## config.mk

```make
export PLATFORM = sky130hd
export DESIGN_NAME = vscale_mem_arbiter_flat
export DESIGN_NICKNAME = d
export VERILOG_FILES = /design/src/rtl/vscale_mem_arbiter_if.sv /design/src/rtl/vscale_mem_arbiter.sv /design/src/flat_wrapper.sv
export SDC_FILE = /design/constraint.sdc
export NUM_CORES = 1
export LEC_CHECK = 0
export BUFFER_PORTS_ARGS = -buffer_cell sky130_fd_sc_hd__buf_2
export CAP_MARGIN = 25
export CORE_AREA = 2 2 107 109
export DETAILED_ROUTE_END_ITERATION = 8
export DIE_AREA = 0 0 109 111
export PLACE_DENSITY = 0.51
export SLEW_MARGIN = 20
export SYNTH_ARGS = -nofsm -noshare
export SYNTH_HDL_FRONTEND = slang
export SYNTH_SLANG_ARGS = --single-unit
```

## constraint.sdc

```tcl
create_clock -name clk -period 1.6 [get_ports clk]
set_clock_uncertainty 0.15 [all_clocks]
set_input_delay 0.16 -clock clk [delete_from_list [all_inputs] [get_ports clk]]
set_output_delay 0.16 -clock clk [all_outputs]
set_load 0.005 [all_outputs]
```

## src/rtl/vscale_mem_arbiter_if.sv

```systemverilog
// Bus bundle between the core's imem/dmem ports, the arbiter and the shared
// pipelined single-port memory. The arbiter uses the slave modport; the
// environment (core + memory) uses the master modport.
interface vscale_mem_arbiter_if #(
  parameter int ADDR_W = 32,
  parameter int DATA_W = 32
);
  // Instruction port
  logic [ADDR_W-1:0] imem_addr;
  logic [DATA_W-1:0] imem_rdata;
  logic              imem_wait;
  logic              imem_badmem_e;
  // Data port
  logic              dmem_en;
  logic              dmem_wen;
  logic [2:0]        dmem_size;
  logic [ADDR_W-1:0] dmem_addr;
  logic [DATA_W-1:0] dmem_wdata_delayed;
  logic [DATA_W-1:0] dmem_rdata;
  logic              dmem_wait;
  logic              dmem_badmem_e;
  // Shared memory port
  logic              mem_en;
  logic              mem_wen;
  logic [2:0]        mem_size;
  logic [ADDR_W-1:0] mem_addr;
  logic [DATA_W-1:0] mem_wdata;
  logic [DATA_W-1:0] mem_rdata;
  logic              mem_wait;
  logic              mem_badmem_e;

  modport slave (
    input  imem_addr, dmem_en, dmem_wen, dmem_size, dmem_addr,
           dmem_wdata_delayed, mem_rdata, mem_wait, mem_badmem_e,
    output imem_rdata, imem_wait, imem_badmem_e,
           dmem_rdata, dmem_wait, dmem_badmem_e,
           mem_en, mem_wen, mem_size, mem_addr, mem_wdata
  );

  modport master (
    output imem_addr, dmem_en, dmem_wen, dmem_size, dmem_addr,
           dmem_wdata_delayed, mem_rdata, mem_wait, mem_badmem_e,
    input  imem_rdata, imem_wait, imem_badmem_e,
           dmem_rdata, dmem_wait, dmem_badmem_e,
           mem_en, mem_wen, mem_size, mem_addr, mem_wdata
  );
endinterface

```

## src/rtl/vscale_mem_arbiter.sv

```systemverilog
// Two-requester arbiter sharing one pipelined single-port memory between the
// core's fetch (imem) and data (dmem) ports. At most one address phase is
// granted per cycle; the following data phase is tracked by the state register
// and stretched by mem_wait. Read data, error and wait are steered back to the
// owner of the data phase.
// Optional feature: define VSCALE_ARB_ROUND_ROBIN_EN to alternate the grant
// between the two requesters under contention (default: dmem always wins,
// since its access belongs to the older instruction).
module vscale_mem_arbiter #(
  parameter int ADDR_W = 32,
  parameter int DATA_W = 32
) (
  input  logic                     clk,
  input  logic                     reset,
  vscale_mem_arbiter_if.slave      bus
);

  localparam logic [2:0] SIZE_WORD = 3'd2;

  typedef enum logic [1:0] {
    IDLE   = 2'd0,
    DATA_I = 2'd1,
    DATA_D = 2'd2
  } state_t;

  state_t            state_q, state_d;
  logic              wen_q, wen_d;
  logic              ipend_q, dpend_q;
  logic              ireq, dreq, accept, prio_d;
  logic              grant_i, grant_d;
  logic              i_done, d_done;
  logic [ADDR_W-1:0] addr_sel;
  logic [DATA_W-1:0] wdata_sel;

  // A fetch is always requested outside reset; reset suppresses both requests
  // so no address phase leaks out while it is high.
  assign ireq   = !reset;
  assign dreq   = bus.dmem_en && !reset;
  // A new address phase can only overlap a data phase that is completing.
  assign accept = (state_q == IDLE) || !bus.mem_wait;

`ifdef VSCALE_ARB_ROUND_ROBIN_EN
  logic last_d_q;

  assign prio_d = !last_d_q;

  // Remember who won the last grant so contention alternates.
  always_ff @(posedge clk) begin
    if (reset) begin
      last_d_q <= 1'b0;
    end else if (grant_i || grant_d) begin
      last_d_q <= grant_d;
    end
  end
`else
  assign prio_d = 1'b1;
`endif

  assign grant_d = accept && dreq && (!ireq || prio_d);
  assign grant_i = accept && ireq && !grant_d;

  // Next data-phase owner: hold while stretched, else follow the grant.
  always_comb begin
    state_d = state_q;
    wen_d   = wen_q;
    if (!((state_q != IDLE) && bus.mem_wait)) begin
      if (grant_d) begin
        state_d = DATA_D;
        wen_d   = bus.dmem_wen;
      end else if (grant_i) begin
        state_d = DATA_I;
        wen_d   = 1'b0;
      end else begin
        state_d = IDLE;
        wen_d   = 1'b0;
      end
    end
  end

  // Data-phase owner and registered requests; ipend_q resets high so the core
  // sees imem_wait during reset and the first cycle after it.
  always_ff @(posedge clk) begin
    if (reset) begin
      state_q <= IDLE;
      wen_q   <= 1'b0;
      ipend_q <= 1'b1;
      dpend_q <= 1'b0;
    end else begin
      state_q <= state_d;
      wen_q   <= wen_d;
      ipend_q <= ireq;
      dpend_q <= dreq;
    end
  end

  // Address-phase steering from the granted requester; zero when idle.
  always_comb begin
    bus.mem_en   = grant_i || grant_d;
    bus.mem_wen  = 1'b0;
    bus.mem_size = 3'd0;
    addr_sel     = '0;
    if (grant_d) begin
      bus.mem_wen  = bus.dmem_wen;
      bus.mem_size = bus.dmem_size;
      addr_sel     = bus.dmem_addr;
    end else if (grant_i) begin
      bus.mem_size = SIZE_WORD;
      addr_sel     = bus.imem_addr;
    end
  end

  assign bus.mem_addr = addr_sel;

  // Data-phase completion per owner.
  assign i_done = (state_q == DATA_I) && !bus.mem_wait;
  assign d_done = (state_q == DATA_D) && !bus.mem_wait;

  assign wdata_sel     = ((state_q == DATA_D) && wen_q) ? bus.dmem_wdata_delayed : '0;
  assign bus.mem_wdata = wdata_sel;

  assign bus.imem_rdata    = bus.mem_rdata;
  assign bus.dmem_rdata    = bus.mem_rdata;
  assign bus.imem_wait     = ipend_q && !i_done;
  assign bus.dmem_wait     = dpend_q && !d_done;
  assign bus.imem_badmem_e = i_done && bus.mem_badmem_e;
  assign bus.dmem_badmem_e = d_done && bus.mem_badmem_e;

endmodule

```

## src/flat_wrapper.sv

```systemverilog
// flat-port wrapper written by rule: the top's interface ports become plain ports
module vscale_mem_arbiter_flat 
#(
  parameter int ADDR_W = 32,
  parameter int DATA_W = 32
)
  (clk, reset, bus_imem_addr, bus_dmem_en, bus_dmem_wen, bus_dmem_size, bus_dmem_addr, bus_dmem_wdata_delayed, bus_mem_rdata, bus_mem_wait, bus_mem_badmem_e, bus_imem_rdata, bus_imem_wait, bus_imem_badmem_e, bus_dmem_rdata, bus_dmem_wait, bus_dmem_badmem_e, bus_mem_en, bus_mem_wen, bus_mem_size, bus_mem_addr, bus_mem_wdata);
  vscale_mem_arbiter_if #(.ADDR_W(ADDR_W), .DATA_W(DATA_W)) bus_i ();
  input  logic clk;
  input  logic reset;
  input wire logic [$bits(bus_i.imem_addr)-1:0] bus_imem_addr;
  input wire logic [$bits(bus_i.dmem_en)-1:0] bus_dmem_en;
  input wire logic [$bits(bus_i.dmem_wen)-1:0] bus_dmem_wen;
  input wire logic [$bits(bus_i.dmem_size)-1:0] bus_dmem_size;
  input wire logic [$bits(bus_i.dmem_addr)-1:0] bus_dmem_addr;
  input wire logic [$bits(bus_i.dmem_wdata_delayed)-1:0] bus_dmem_wdata_delayed;
  input wire logic [$bits(bus_i.mem_rdata)-1:0] bus_mem_rdata;
  input wire logic [$bits(bus_i.mem_wait)-1:0] bus_mem_wait;
  input wire logic [$bits(bus_i.mem_badmem_e)-1:0] bus_mem_badmem_e;
  output wire logic [$bits(bus_i.imem_rdata)-1:0] bus_imem_rdata;
  output wire logic [$bits(bus_i.imem_wait)-1:0] bus_imem_wait;
  output wire logic [$bits(bus_i.imem_badmem_e)-1:0] bus_imem_badmem_e;
  output wire logic [$bits(bus_i.dmem_rdata)-1:0] bus_dmem_rdata;
  output wire logic [$bits(bus_i.dmem_wait)-1:0] bus_dmem_wait;
  output wire logic [$bits(bus_i.dmem_badmem_e)-1:0] bus_dmem_badmem_e;
  output wire logic [$bits(bus_i.mem_en)-1:0] bus_mem_en;
  output wire logic [$bits(bus_i.mem_wen)-1:0] bus_mem_wen;
  output wire logic [$bits(bus_i.mem_size)-1:0] bus_mem_size;
  output wire logic [$bits(bus_i.mem_addr)-1:0] bus_mem_addr;
  output wire logic [$bits(bus_i.mem_wdata)-1:0] bus_mem_wdata;
  assign bus_i.imem_addr = bus_imem_addr;
  assign bus_i.dmem_en = bus_dmem_en;
  assign bus_i.dmem_wen = bus_dmem_wen;
  assign bus_i.dmem_size = bus_dmem_size;
  assign bus_i.dmem_addr = bus_dmem_addr;
  assign bus_i.dmem_wdata_delayed = bus_dmem_wdata_delayed;
  assign bus_i.mem_rdata = bus_mem_rdata;
  assign bus_i.mem_wait = bus_mem_wait;
  assign bus_i.mem_badmem_e = bus_mem_badmem_e;
  assign bus_imem_rdata = bus_i.imem_rdata;
  assign bus_imem_wait = bus_i.imem_wait;
  assign bus_imem_badmem_e = bus_i.imem_badmem_e;
  assign bus_dmem_rdata = bus_i.dmem_rdata;
  assign bus_dmem_wait = bus_i.dmem_wait;
  assign bus_dmem_badmem_e = bus_i.dmem_badmem_e;
  assign bus_mem_en = bus_i.mem_en;
  assign bus_mem_wen = bus_i.mem_wen;
  assign bus_mem_size = bus_i.mem_size;
  assign bus_mem_addr = bus_i.mem_addr;
  assign bus_mem_wdata = bus_i.mem_wdata;
  vscale_mem_arbiter #(.ADDR_W(ADDR_W), .DATA_W(DATA_W)) u_core (.clk(clk), .reset(reset), .bus(bus_i));
endmodule
```

; ---- Word level (Yosys, flattened, before mapping)
; Cells that the tools add are included.
[word_totals]
output_inout_bits = 137
inputBits = 137
ff_bits = 5
[op_classes]
eq_ne = 2
reduce_logical = 21
muxes = 8
[ops]
columns = cell, n
row1 = $mux W32, 3
row2 = $logic_and A1 B1 Y1, 12
row3 = $logic_not A1 Y1, 5
row4 = $mux W2, 2
row5 = $mux W3, 1
row6 = $eq A2 B1 Y1 const B, 1
row7 = $eq A2 B2 Y1 const B, 1
row8 = $logic_not A2 Y1, 1
row9 = $logic_or A1 B1 Y1, 2
row10 = $mux W1, 2
row11 = $reduce_bool A2 Y1, 1

; ---- Longest topological paths before layout
; Gate-level depths: netlist of run 1.
[logic_depth]
word_depth = 7
depth_mapped = 4
ltp_nobuf = 2

; ---- Least setup slack after synthesis of run 1
; No wires, ideal clock.
[synth_timing]
kind = reg-to-output
from = register u_core.state_q[0]
to = output port bus_mem_addr[23]
t_arrival_ns = 0.949
setup_slack_ns = 0.341
stages_incl_launch_ff = 5
required_time_ns = 1.290
n_path_buf = 2
path_cell_list = dfxtp_1 > o21a_1 > buf_6 > buf_6 > nor3_2
[synth_between]
elab_chain_len = 7
[synth_lines]
columns = element, line_no
row1 = start: declaration, vscale_mem_arbiter.sv:26  ; state_t state_q, state_d;
row2 = start signal: assignment, vscale_mem_arbiter.sv:89  ; state_q <= state_d;
row3 = $logic_not A2 Y1 *, vscale_mem_arbiter.sv:40  ; assign accept = (state_q == IDLE) || !bus.mem_wait;
row4 = $logic_or A1 B1 Y1 *, vscale_mem_arbiter.sv:40
row5 = $logic_and A1 B1 Y1, vscale_mem_arbiter.sv:59  ; assign grant_d = accept && dreq && (!ireq || prio_d);
row6 = $logic_not A1 Y1, vscale_mem_arbiter.sv:60  ; assign grant_i = accept && ireq && !grant_d;
row7 = $logic_and A1 B1 Y1, vscale_mem_arbiter.sv:60
row8 = $mux W32, vscale_mem_arbiter.sv:106  ; end else if (grant_i) begin
row9 = $mux W32 *, vscale_mem_arbiter.sv:102  ; if (grant_d) begin
row10 = end: declaration, flat_wrapper.sv:29  ; output wire logic [$bits(bus_i.mem_addr)-1:0] bus_mem_addr;
; Every way passes the cells marked *; elsewhere a longest branch is shown, timed or not.

; ---- Worst setup path after layout of run 1
[layout_timing]
from = register u_core.state_q[1]
to = output port bus_mem_addr[18]
; The elaborated chain is that of the path after synthesis.

==> results of run 1 <==
## worst paths after layout
check | startpoint | to | slack (ns) | depth (start not counted)
worst min-delay path | bus_mem_wait | u_core.state_q[0] | 0.09 | 3
worst min register to register | u_core.wen_q | u_core.wen_q | 0.32 | 2
worst max register to register | u_core.state_q[1] | u_core.state_q[1] | 0.23 | 5
worst max-delay path | u_core.state_q[1] | bus_mem_addr[18] | -0.12 | 5
## synthesized netlist by cell type (all sizes together)
master / count
a21o: 1
a21oi: 1
and2: 32
and3b: 1
buf: 76
clkbuf: 3
conb: 1
dfxtp: 5
inv: 1
mux2i: 33
nand2: 2
nand2b: 5
nand3b: 1
nor2: 4
nor2b: 1
nor3: 33
nor3b: 2
o21a: 3
o22ai: 1
## final cells by class
class                           instances  area (um^2)
Clock buffer                            4         78.8
Fill cell                            1198         8590
Inverter                                1         3.75
Multi-Input combinational cell        121         1040
Sequential cell                         5          103
Tap cell                              143          179
Timing Repair Buffer                  191         1090
## layer usage
layer	wire, um	track usage	vias to the layer above
met5	0	0	-
met4	157	0.0359	0
met3	576	0.0135	24
met2	2950	0.139	138
met1	2110	0.0726	726
li1	-	-	850
## per-stage QoR
stage                     utilization  TNS [ns]  area, um^2
after floorplan                     -         0        1560
after global placement          0.192    -0.327        2120
after detailed placement        0.192     -3.32        2120
after CTS                       0.199     -5.31        2210
after global routing            0.225     -6.94        2490
final                           0.225     -2.23        2490
## report_power, final
part           internal [mW]  switching (mW)
combinational          0.298           0.250
clock                  0.330          0.0793
sequential             0.135         0.00526
total                  0.763           0.334
## state kept, by name, summed over array words and instances, names as in the netlist
name and cells:
u_core.state_q 2, u_core.dpend_q 1, u_core.ipend_q 1, u_core.wen_q 1
## worst max-delay path: stages (launching register included)
cell and delay, ns:
sky130_fd_sc_hd__dfxtp_2 0.31, sky130_fd_sc_hd__buf_6 0.11, sky130_fd_sc_hd__o21a_4 0.25, sky130_fd_sc_hd__buf_12 0.17, sky130_fd_sc_hd__nor3_1 0.17, sky130_fd_sc_hd__buf_2 0.15
## cell families (layout without fill, tap and decap cells)
kind of cell	Yosys count	in the layout	synth area share
and+or+nand+nor	81	81	0.319
buffers and inverters	80	196	0.376
DFF	5	5	0.0642
muxes	33	33	0.212
other	1	1	0.00241
AOI/OAI and AO/OA	6	6	0.0265
## repair_timing
action / in CTS / in global routing
resized for setup: 2 / 35
endpoints found under the hold margin: 0 / 0
endpoints found under the setup margin: 68 / 69
gates cloned: 0 / 5
buffers inserted: 0 / 3
pin swaps: 0 / 15
==> impl_summary.md, run 1 <==
Outcome
The run finished, with violations left. The final reports fail on setup timing.

CTS
The clock tree from TritonCTS is built. The count of H-tree levels built during CTS is 1. For this design, the CTS-stage hold fixing added 0 buffers. The maximum buffer depth of the clock tree is 2. The number of clock sinks seen by CTS is 5. The clock input transition at the sequential cells of the worst setup and hold paths is 0.03 ns. Clock tree synthesis selected as its root buffer the cell sky130_fd_sc_hd__clkbuf_16. The clock reaches the later pin of the worst-skew pair after 0.23 ns. The number of CTS-inserted buffers is 3.

Detailed routing
The count of nets left with antenna violations once routing finished came out at 0. The final routed wire length divided by cell count is 12.5 um. The number of vias per cell is 3.74. The overall via count from detail_route is 1738. The detailed-routing iteration count for the pre-antenna-repair pass is 3.

The aggregate routed wire length is 5800 um. After the first detailed-routing iteration, the DRC count stood at 36. For this run, design rule violations remaining after detail routing come to 0.

STA
Setup slack on the critical path of the routed design comes to -0.118 ns. Setup violations remaining at the end of the flow were counted as 66. The worst slack on hold paths is 0.0880 ns. Dividing the final minimum period by the clock period gives 1.07. The timing-limited maximum frequency is 582 MHz. The smallest clock period supported by the final layout is computed as 1.72 ns. The max-slew violation total from the final report is 0. Setup repair after global routing could not meet its margin everywhere.

The number of endpoints with negative hold slack in the final report is 0.

Global routing
The via count of the first global-routing pass was 1555. Entering global routing, the biggest net connects 40 pins. The first global-routing pass estimated 7080 um of wire. The global-route usage over all layers is 0.0727. The overall overflow remaining after global route is 0. The initial antenna violation count is 0.

Cells and area
The area overhead of the layout relative to synthesis is 59.6%. The fraction of layout instances using a drive strength above 1 is 0.708. The most frequent standard cell in the layout excluding fill and tap cells is sky130_fd_sc_hd__buf_2. Leaving out fill and tap cells, the most frequent cells in the layout are sky130_fd_sc_hd__buf_2 (177), sky130_fd_sc_hd__mux2i_1 (33), sky130_fd_sc_hd__and2_1 (32). The final net count is 460. The number of standard cells in the final layout excluding fillers is 465. The count of antenna diodes in the layout is 0.

Yosys
The top-area cell type share of the netlist area is 0.318. In this run the cell area of the synthesized design comes to 1560 um^2. By area the synthesized netlist is led by sky130_fd_sc_hd__buf_4 (32%), sky130_fd_sc_hd__mux2i_1 (21%), sky130_fd_sc_hd__and2_1 (13%), sky130_fd_sc_hd__nor3_1 (8.0%), sky130_fd_sc_hd__dfxtp_1 (6.4%).

The sequential share of the synthesized area is 0.0642. The number of distinct library cells after synthesis is 23. The post-synthesis cell count is 206. In this run the mean area of a mapped cell was 7.57 um^2.

The yosys synthesis warning count is 0. Of all cell types, the one taking the most synthesized area is sky130_fd_sc_hd__buf_4. The post-synthesis register bit count is 5. Counting every net in the synthesized netlist gives 343.

Floorplanning
In this run the standard cell core region covers 11100 um^2. The floorplan row count is 39. The number of top-level pins is 274.

The width of the die is 109 um. The effective utilization at floorplan is 0.141. The die area is 12100 um^2. The die is 111 um tall.

Power
Summed over all cells, the static leakage comes to 1.40 nW. The power density over cell area is 441 nW/um^2. The overall power consumption is 1.10 mW. The worst-case vdd ir drop is 0.300 mV.

Placement
The worst-case setup slack after placement is -0.132 ns. The number of placed instances, taps included, is 453. Routability-driven placement finished with a final weighted congestion of 0.679. In this run the tool buffered the top-level ports with 177 buffer cells.

The half-perimeter wire length after placement is 4220 um.

Setup path
The type of element launching the critical path is a flop. The biggest fanout along the worst timing path is 10. The path type of the worst setup path is reg -> out. STA classifies the critical path endpoint as an output port. The required time reported for the critical path endpoint is 1.29 ns. At the worst endpoint, the arrival time is 1.41 ns.

Min path
The path class of the tightest hold or removal check is in -> reg.

Flow run
Across the run, the number of max-cap violations was 0.
Power figures use the tool's default switching activity.
==> run 2, diff against run 1 <==
--- a/constraint.sdc
+++ b/constraint.sdc
@@ -4,2 +4,2 @@
 set_output_delay 0.16 -clock clk [all_outputs]
-set_load 0.005 [all_outputs]
+set_load 0.02 [all_outputs]
==> run 2 against run 1 <==
Against the previous run:
- the run still ends with setup timing left
- sequential cell count unchanged
- final area up 0.60%
- worst hold slack about the same
- maximum frequency up 4.1%
- count of clock-buffer cells in the layout unchanged
- sequential share of layout area about the same
- critical endpoint is now bus_mem_addr[31]
- largest power group unchanged
- highest routed layer unchanged
==> impl_summary.md, run 2 (synthesis gave the netlist of run 1 again) <==
Power
The worst-case vdd ir drop is 0.232 mV. For this design the ratio of total power to cell area is 468 nW/um^2. Total power for the finished layout comes to 1.17 mW. The cell leakage power is 1.38 nW.

CTS
TritonCTS built the clock tree. The clock input transition at the sequential cells of the worst setup and hold paths is 0.03 ns. The maximum buffer depth of the clock tree is 2.

The number of clock sinks seen by CTS is 5. The clock tree root driver cell is sky130_fd_sc_hd__clkbuf_16. Buffers inserted during clock tree synthesis total 3.

CTS built an H-tree with a depth of 1. At the later pin of the worst-skew pair, clock insertion delay measures 0.23 ns. In this run, post-CTS hold repair placed 0 buffers.

Detailed routing
The count of nets left with antenna violations once routing finished came out at 0. The detailed-routing iteration count for the pre-antenna-repair pass is 2. For this run, design rule violations remaining after detail routing come to 0. The initial DRC count is 28. The number of vias per cell is 3.84. After detailed routing, the average wire length per cell comes to 12.1 um. The overall via count from detail_route is 1761. For this block, the routed nets add up to 5560 um of wire.

Cells and area
In the layout the commonest cells are sky130_fd_sc_hd__buf_2 (136), sky130_fd_sc_hd__buf_4 (41), sky130_fd_sc_hd__mux2i_1 (33). The number of flip-flops under the largest register name is 2. The total of fill cells in the finished design is 1197. The area overhead of the layout relative to synthesis is 60.6%. The final net count is 454. The finished layout holds 459 standard cells, fillers aside.

The register with the most flip-flops is u_core.state_q. Leaving out fill and tap cells, the most frequent cell in the layout is sky130_fd_sc_hd__buf_2. The final design utilization is 0.226. Once layout is done, the placed cells without fillers occupy 2500 um^2. In the final layout, the share of cells above drive strength 1 is 0.712. The count of antenna diodes in the layout is 0.

STA
The final critical-path required period is 1.65 ns. Setup violations remaining at the end of the flow were counted as 33. The max-slew violation total from the final report is 0. Setup repair after global routing could not meet its margin everywhere. Hold timing on the final database bottoms out at a slack of 0.0881 ns. The final period utilization is 1.03. The worst-case setup margin in the final layout is -0.0496 ns. The setup TNS is -0.590 ns.

The timing-limited maximum frequency is 606 MHz. The number of endpoints with negative hold slack in the final report is 0.

Floorplanning
The die covers 12100 um^2. The effective utilization at floorplan is 0.141. During I/O placement, the number of pins put on the boundary was 274. The core region area is 11100 um^2.

The floorplan row count is 39. In this run the horizontal extent of the chip is 109 um. The die height is 111 um.

Global routing
The global-route usage over all layers is 0.0814. The overall overflow remaining after global route is 0. The initial antenna violation count was 0. The maximum number of pins on one net before global-route repair is 37. The via count of the first global-routing pass came to 1672. The first global-routing pass estimated 7780 um of wire.

Setup path
The worst setup path is launched from a flop. The critical path's slowest cell is sky130_fd_sc_hd__dfxtp_2. Traced cell by cell, the critical path runs through o21a_4 -> buf_12 -> nor3_1 -> buf_4.

The worst flop-to-flop path endpoint is u_core.wen_q. In this design, the largest share of critical-path delay is due to buffers and inverters. The required time reported for the critical path endpoint is 1.29 ns.

The worst register-to-register path has a depth of 5. The biggest fanout along the worst timing path is 20. The startpoint of the most critical setup path is u_core.state_q[0]. The critical path's largest stage delay is 0.33 ns. Across all register-to-register paths, the minimum setup slack is 0.20 ns. The path type of the worst setup path is reg -> out. The arrival time at the worst endpoint is 1.34 ns. The total buffers and inverters traversed by the critical path is 2. STA classifies the critical path endpoint as an output port.

In this run the critical register-to-register path is launched from u_core.state_q[0].

Min path
The path type of the worst min-delay path is in -> reg. Counting instances, the worst hold path has a depth of 3. The sink of the worst hold path is u_core.state_q[0]. The source of the worst hold timing path is bus_mem_wait.

Outcome
The run finished, with violations left. The final reports fail on setup timing.

Placement
Including well taps, the total number of placed cells is 452. Input and output buffers added on the ports amount to 177. The half-perimeter wire length after placement is 4200 um. The congestion estimate from routability-driven global placement came to 0.681. At the placement stage, the worst setup path has a slack of 0.133 ns. The cell area after placement is 2120 um^2.

Flow run
Across the run, the number of max-cap violations was 0.
==> run 2: cell types whose count changed in the layout (fill, tap and decap cells not counted), moves of 2 or more <==
cell	before	now
sky130_fd_sc_hd__clkbuf_16	5	3
sky130_fd_sc_hd__nor3_2	22	27
sky130_fd_sc_hd__buf_4	5	41
sky130_fd_sc_hd__nor3_4	7	3
sky130_fd_sc_hd__buf_2	177	136
==> run 2: how the worst max path moves through the flow <==
stage	end	cells after the start	slack (ns)
after floorplan	bus_mem_size[0]	3	0.09
after global placement	bus_mem_size[2]	5	0.15
after detailed placement	bus_mem_size[0]	5	0.13
after CTS	bus_mem_size[2]	4	-0.07
after global routing	bus_mem_addr[4]	4	-0.09
final	bus_mem_addr[31]	4	-0.05
==> run 2: power by group <==
group | leakage [nW] | total (mW) | internal (mW) | switching [mW]
Sequential | 0.0422 | 0.141 | 0.135 | 0.00683
Combinational | 1.29 | 0.622 | 0.302 | 0.320
Clock | 0.0382 | 0.408 | 0.330 | 0.0786
Total | 1.38 | 1.17 | 0.767 | 0.405
==> run 2: layout make-up <==
| class | instances | area [um^2] | share of cell area |
|---|---|---|---|
| Timing Repair Buffer | 185 | 1120 | 0.446 |
| Multi-Input combinational cell | 121 | 1020 | 0.408 |
| Tap cell | 143 | 179 | 0.0715 |
| Sequential cell | 5 | 103 | 0.0410 |
| Clock buffer | 4 | 78.8 | 0.0315 |
| Inverter | 1 | 3.75 | 0.00150 |
==> run 2: repair_timing <==
item                                    4_1_cts  5_1_grt
endpoints found under the setup margin       64       68
buffers inserted                              1        1
cloned                                        1        0
pin swaps                                     1        2
gates resized for setup                      34       43
==> run 2: per-layer routing <==
layer | part of all wire | vias to the layer above | GRT usage
met3 | 0.11 | 26 | 0.0159
met1 | 0.34 | 759 | 0.0758
met4 | 0.029 | 0 | 0.0385
met2 | 0.53 | 139 | 0.162
met5 | 0 | - | 0
li1 | - | 837 | -
==> run 2: worst min-delay path, stage by stage <==
cell and delay, ns:
sky130_fd_sc_hd__buf_2 0.14, sky130_fd_sc_hd__nand2_1 0.07, sky130_fd_sc_hd__a21oi_1 0.05
==> run 3, diff against run 2 <==
Settings changed: PLACE_DENSITY 0.51 to 0.53, RECOVER_POWER set to 50.
==> run 3 against run 2 <==
Against the previous run:
- highest routed layer unchanged
- via count is 0.23% lower
- register-to-register slack better by 0.12 ns
- critical path depth stayed put
- cell count increased by 0.22%
- largest power group unchanged
- worst setup slack worse by 0.018 ns
- sequential share of layout area is essentially flat
- worst hold slack got worse by 0.037 ns
- power rose by 0.32%
- sequential cell count is the same
- the flow still finishes with violations (setup timing)
- final area up 3.4%
==> impl_summary.md, run 3 (synthesis gave the netlist of run 1 again) <==
CTS
In this run, CTS created clock tree buffers numbering 3. CTS built an H-tree with a depth of 1. The clock network latency to the later pin of the worst-skew pair is 0.23 ns. The clock passes through at most 2 buffers.

TritonCTS built the clock tree. Hold repair after CTS inserted 0 buffers. CTS placed an instance of sky130_fd_sc_hd__clkbuf_16 at the clock tree root.

The number of clock sinks seen by CTS is 5. After clock tree synthesis, the clock-pin slew on the worst setup and hold paths is 0.04 ns.

Setup path
At the worst endpoint, the arrival time is 1.36 ns. The total buffers and inverters traversed by the critical path is 2. The biggest fanout along the worst timing path is 20. The largest individual stage delay along the critical path comes from the cell sky130_fd_sc_hd__dfxtp_2. The worst setup path is captured at an output port. Traced cell by cell, the critical path runs through o21a_4 -> buf_12 -> nor3_1 -> buf_2.

For this run, the slowest stage of the critical path takes 0.34 ns. The cell family contributing the most delay on the critical path is buffers and inverters. Data on the critical path is required at its endpoint by 1.29 ns. The worst setup path is launched from a flop. The setup path with the least slack is of type reg -> out.

Flow run
Across the run, the number of max-cap violations was 0.

STA
Timing would allow up to 600 MHz. After layout, the worst setup slack is -0.0675 ns. The final period utilization is 1.04. The max-slew violation total from the final report was 0.

The final critical-path required period is 1.67 ns. The number of endpoints with negative hold slack in the final report came to 0. Setup repair after global routing could not meet its margin everywhere. The total of endpoints with negative setup slack in the final report is 37.

Placement
The half-perimeter wire length after placement is 4380 um. After detailed placement, the design holds a cell count of 454. The congestion estimate from routability-driven global placement came to 0.761. Buffers placed on the I/O ports in this run total 177.

Global routing
Global routing finished with a remaining overflow of 0. The global-route usage over all layers is 0.0815. The first global-routing pass estimated 7730 um of wire. The maximum number of pins on one net before global-route repair is 33. The via count of the first global-routing pass is 1743.

The initial antenna violation count is 0.

Floorplanning
In this run the standard cell core region covers 11100 um^2. The die is 109 um wide. The effective utilization at floorplan is 0.141.

The number of top-level pins is 274. The die area is 12100 um^2. The initialized floorplan defines 39 standard-cell rows. The die height is 111 um.

Detailed routing
The initial DRC count is 33. The routed design has 5690 um of wire. Before antenna repair, the detailed router went through 4 iterations. The number of vias per cell is 3.82. Dividing the detail-routed wire length by the instance count gives 12.4 um.

The post-route DRC violation count is 0. The overall via count from detail_route is 1757. The count of antenna-violating nets left after detailed routing is 0.

Cells and area
The number of flip-flops under the largest register name is 2. 0 antenna diodes ended up in the layout. The fraction of layout instances using a drive strength above 1 is 0.707. Ranked by flip-flop count, first place goes to u_core.state_q. The most frequent standard cell in the layout excluding fill and tap cells is sky130_fd_sc_hd__buf_2. The top cell types in the final layout, fill and taps aside, are sky130_fd_sc_hd__buf_2 (115), sky130_fd_sc_hd__buf_4 (53), sky130_fd_sc_hd__mux2i_1 (33). The number of standard cells in the final layout excluding fillers is 460. The area overhead of the layout relative to synthesis is 66.1%. At the end of the flow, the number of nets in the layout was 455. The final design utilization is 0.234.

Outcome
The run finished, with violations left. The final reports fail on setup timing.

Power
The clock share of power is 0.354. Power spread over the standard cell area amounts to 454 nW/um^2. The overall power consumption is 1.18 mW. The net switching power of the design is 0.412 mW. Of the total power, the share spent switching nets is 0.351.

In this run the static leakage power is 1.39 nW. Of the total power, combinational logic draws 0.526. The internal power of the cells totals 0.763 mW. The share of total power dissipated in sequential elements is 0.120. IR analysis of the VDD net gives a maximum drop of 0.351 mV.

Min path
The path type of the worst min-delay path is in -> reg.
## run 3: changes by cell type in the layout (fill, tap and decap cells not counted), sizes merged
| cell | before | now |
|---|---|---|
| buf | 184 | 186 |
| clkbuf | 5 | 3 |
| clkinv | 0 | 1 |
## run 3: final cells by class
class                   instances  area [um^2]
clock buffers                   3         75.1
inverters                       1         3.75
well taps                     143          179
fillers                      1206         8490
flip-flops and latches          5          105
repair buffers                186         1230
multi-input cells             121          995
clock inverters                 1         5.00
## run 3: final timing paths
kind,from,to,slack [ns],cells after the start
worst max-delay path,u_core.state_q[1],bus_mem_addr[0],-0.07,4
worst min-delay path,reset,u_core.state_q[0],0.05,2
worst min register to register,u_core.wen_q,u_core.wen_q,0.33,2
worst max register to register,u_core.state_q[1],u_core.state_q[1],0.32,4
## run 3: repair_timing
action / CTS / global route
buffers inserted: 1 / 0
pin swaps: 1 / 1
resized for setup: 34 / 71
cloned: 1 / 0
setup endpoints to repair: 67 / 68
## run 3: power by group through the flow
| stage | Combinational [mW] | Clock [mW] | Sequential, mW |
|---|---|---|---|
| CTS | 0.580 | 0.427 | 0.142 |
| finish | 0.619 | 0.416 | 0.141 |
| global placement | 0.518 | 0 | 0.141 |
| detailed placement | 0.526 | 0 | 0.142 |
| global route | 0.661 | 0.434 | 0.142 |
| floorplan | 0.529 | 0 | 0.140 |
## run 3: metrics by stage
stage	setup TNS, ns	worst slack (ns)	hold WS (ns)	area [um^2]
2_1_floorplan	0	0.0933	0.153	1560
3_3_place_gp	0	0.152	0.170	2140
3_5_place_dp	0	0.140	0.170	2140
4_1_cts	-1.47	-0.0692	0.0749	2360
5_1_grt	-3.72	-0.100	0.0888	2590
6_report	-1.02	-0.0675	0.0508	2590
## run 3: layer usage
layer  up-vias  share of wire  global-route usage
met2       154           0.52               0.164
li1        838              -                   -
met1       747           0.33              0.0717
met4         0          0.028              0.0376
met3        18           0.12              0.0212
met5         -              0                   0
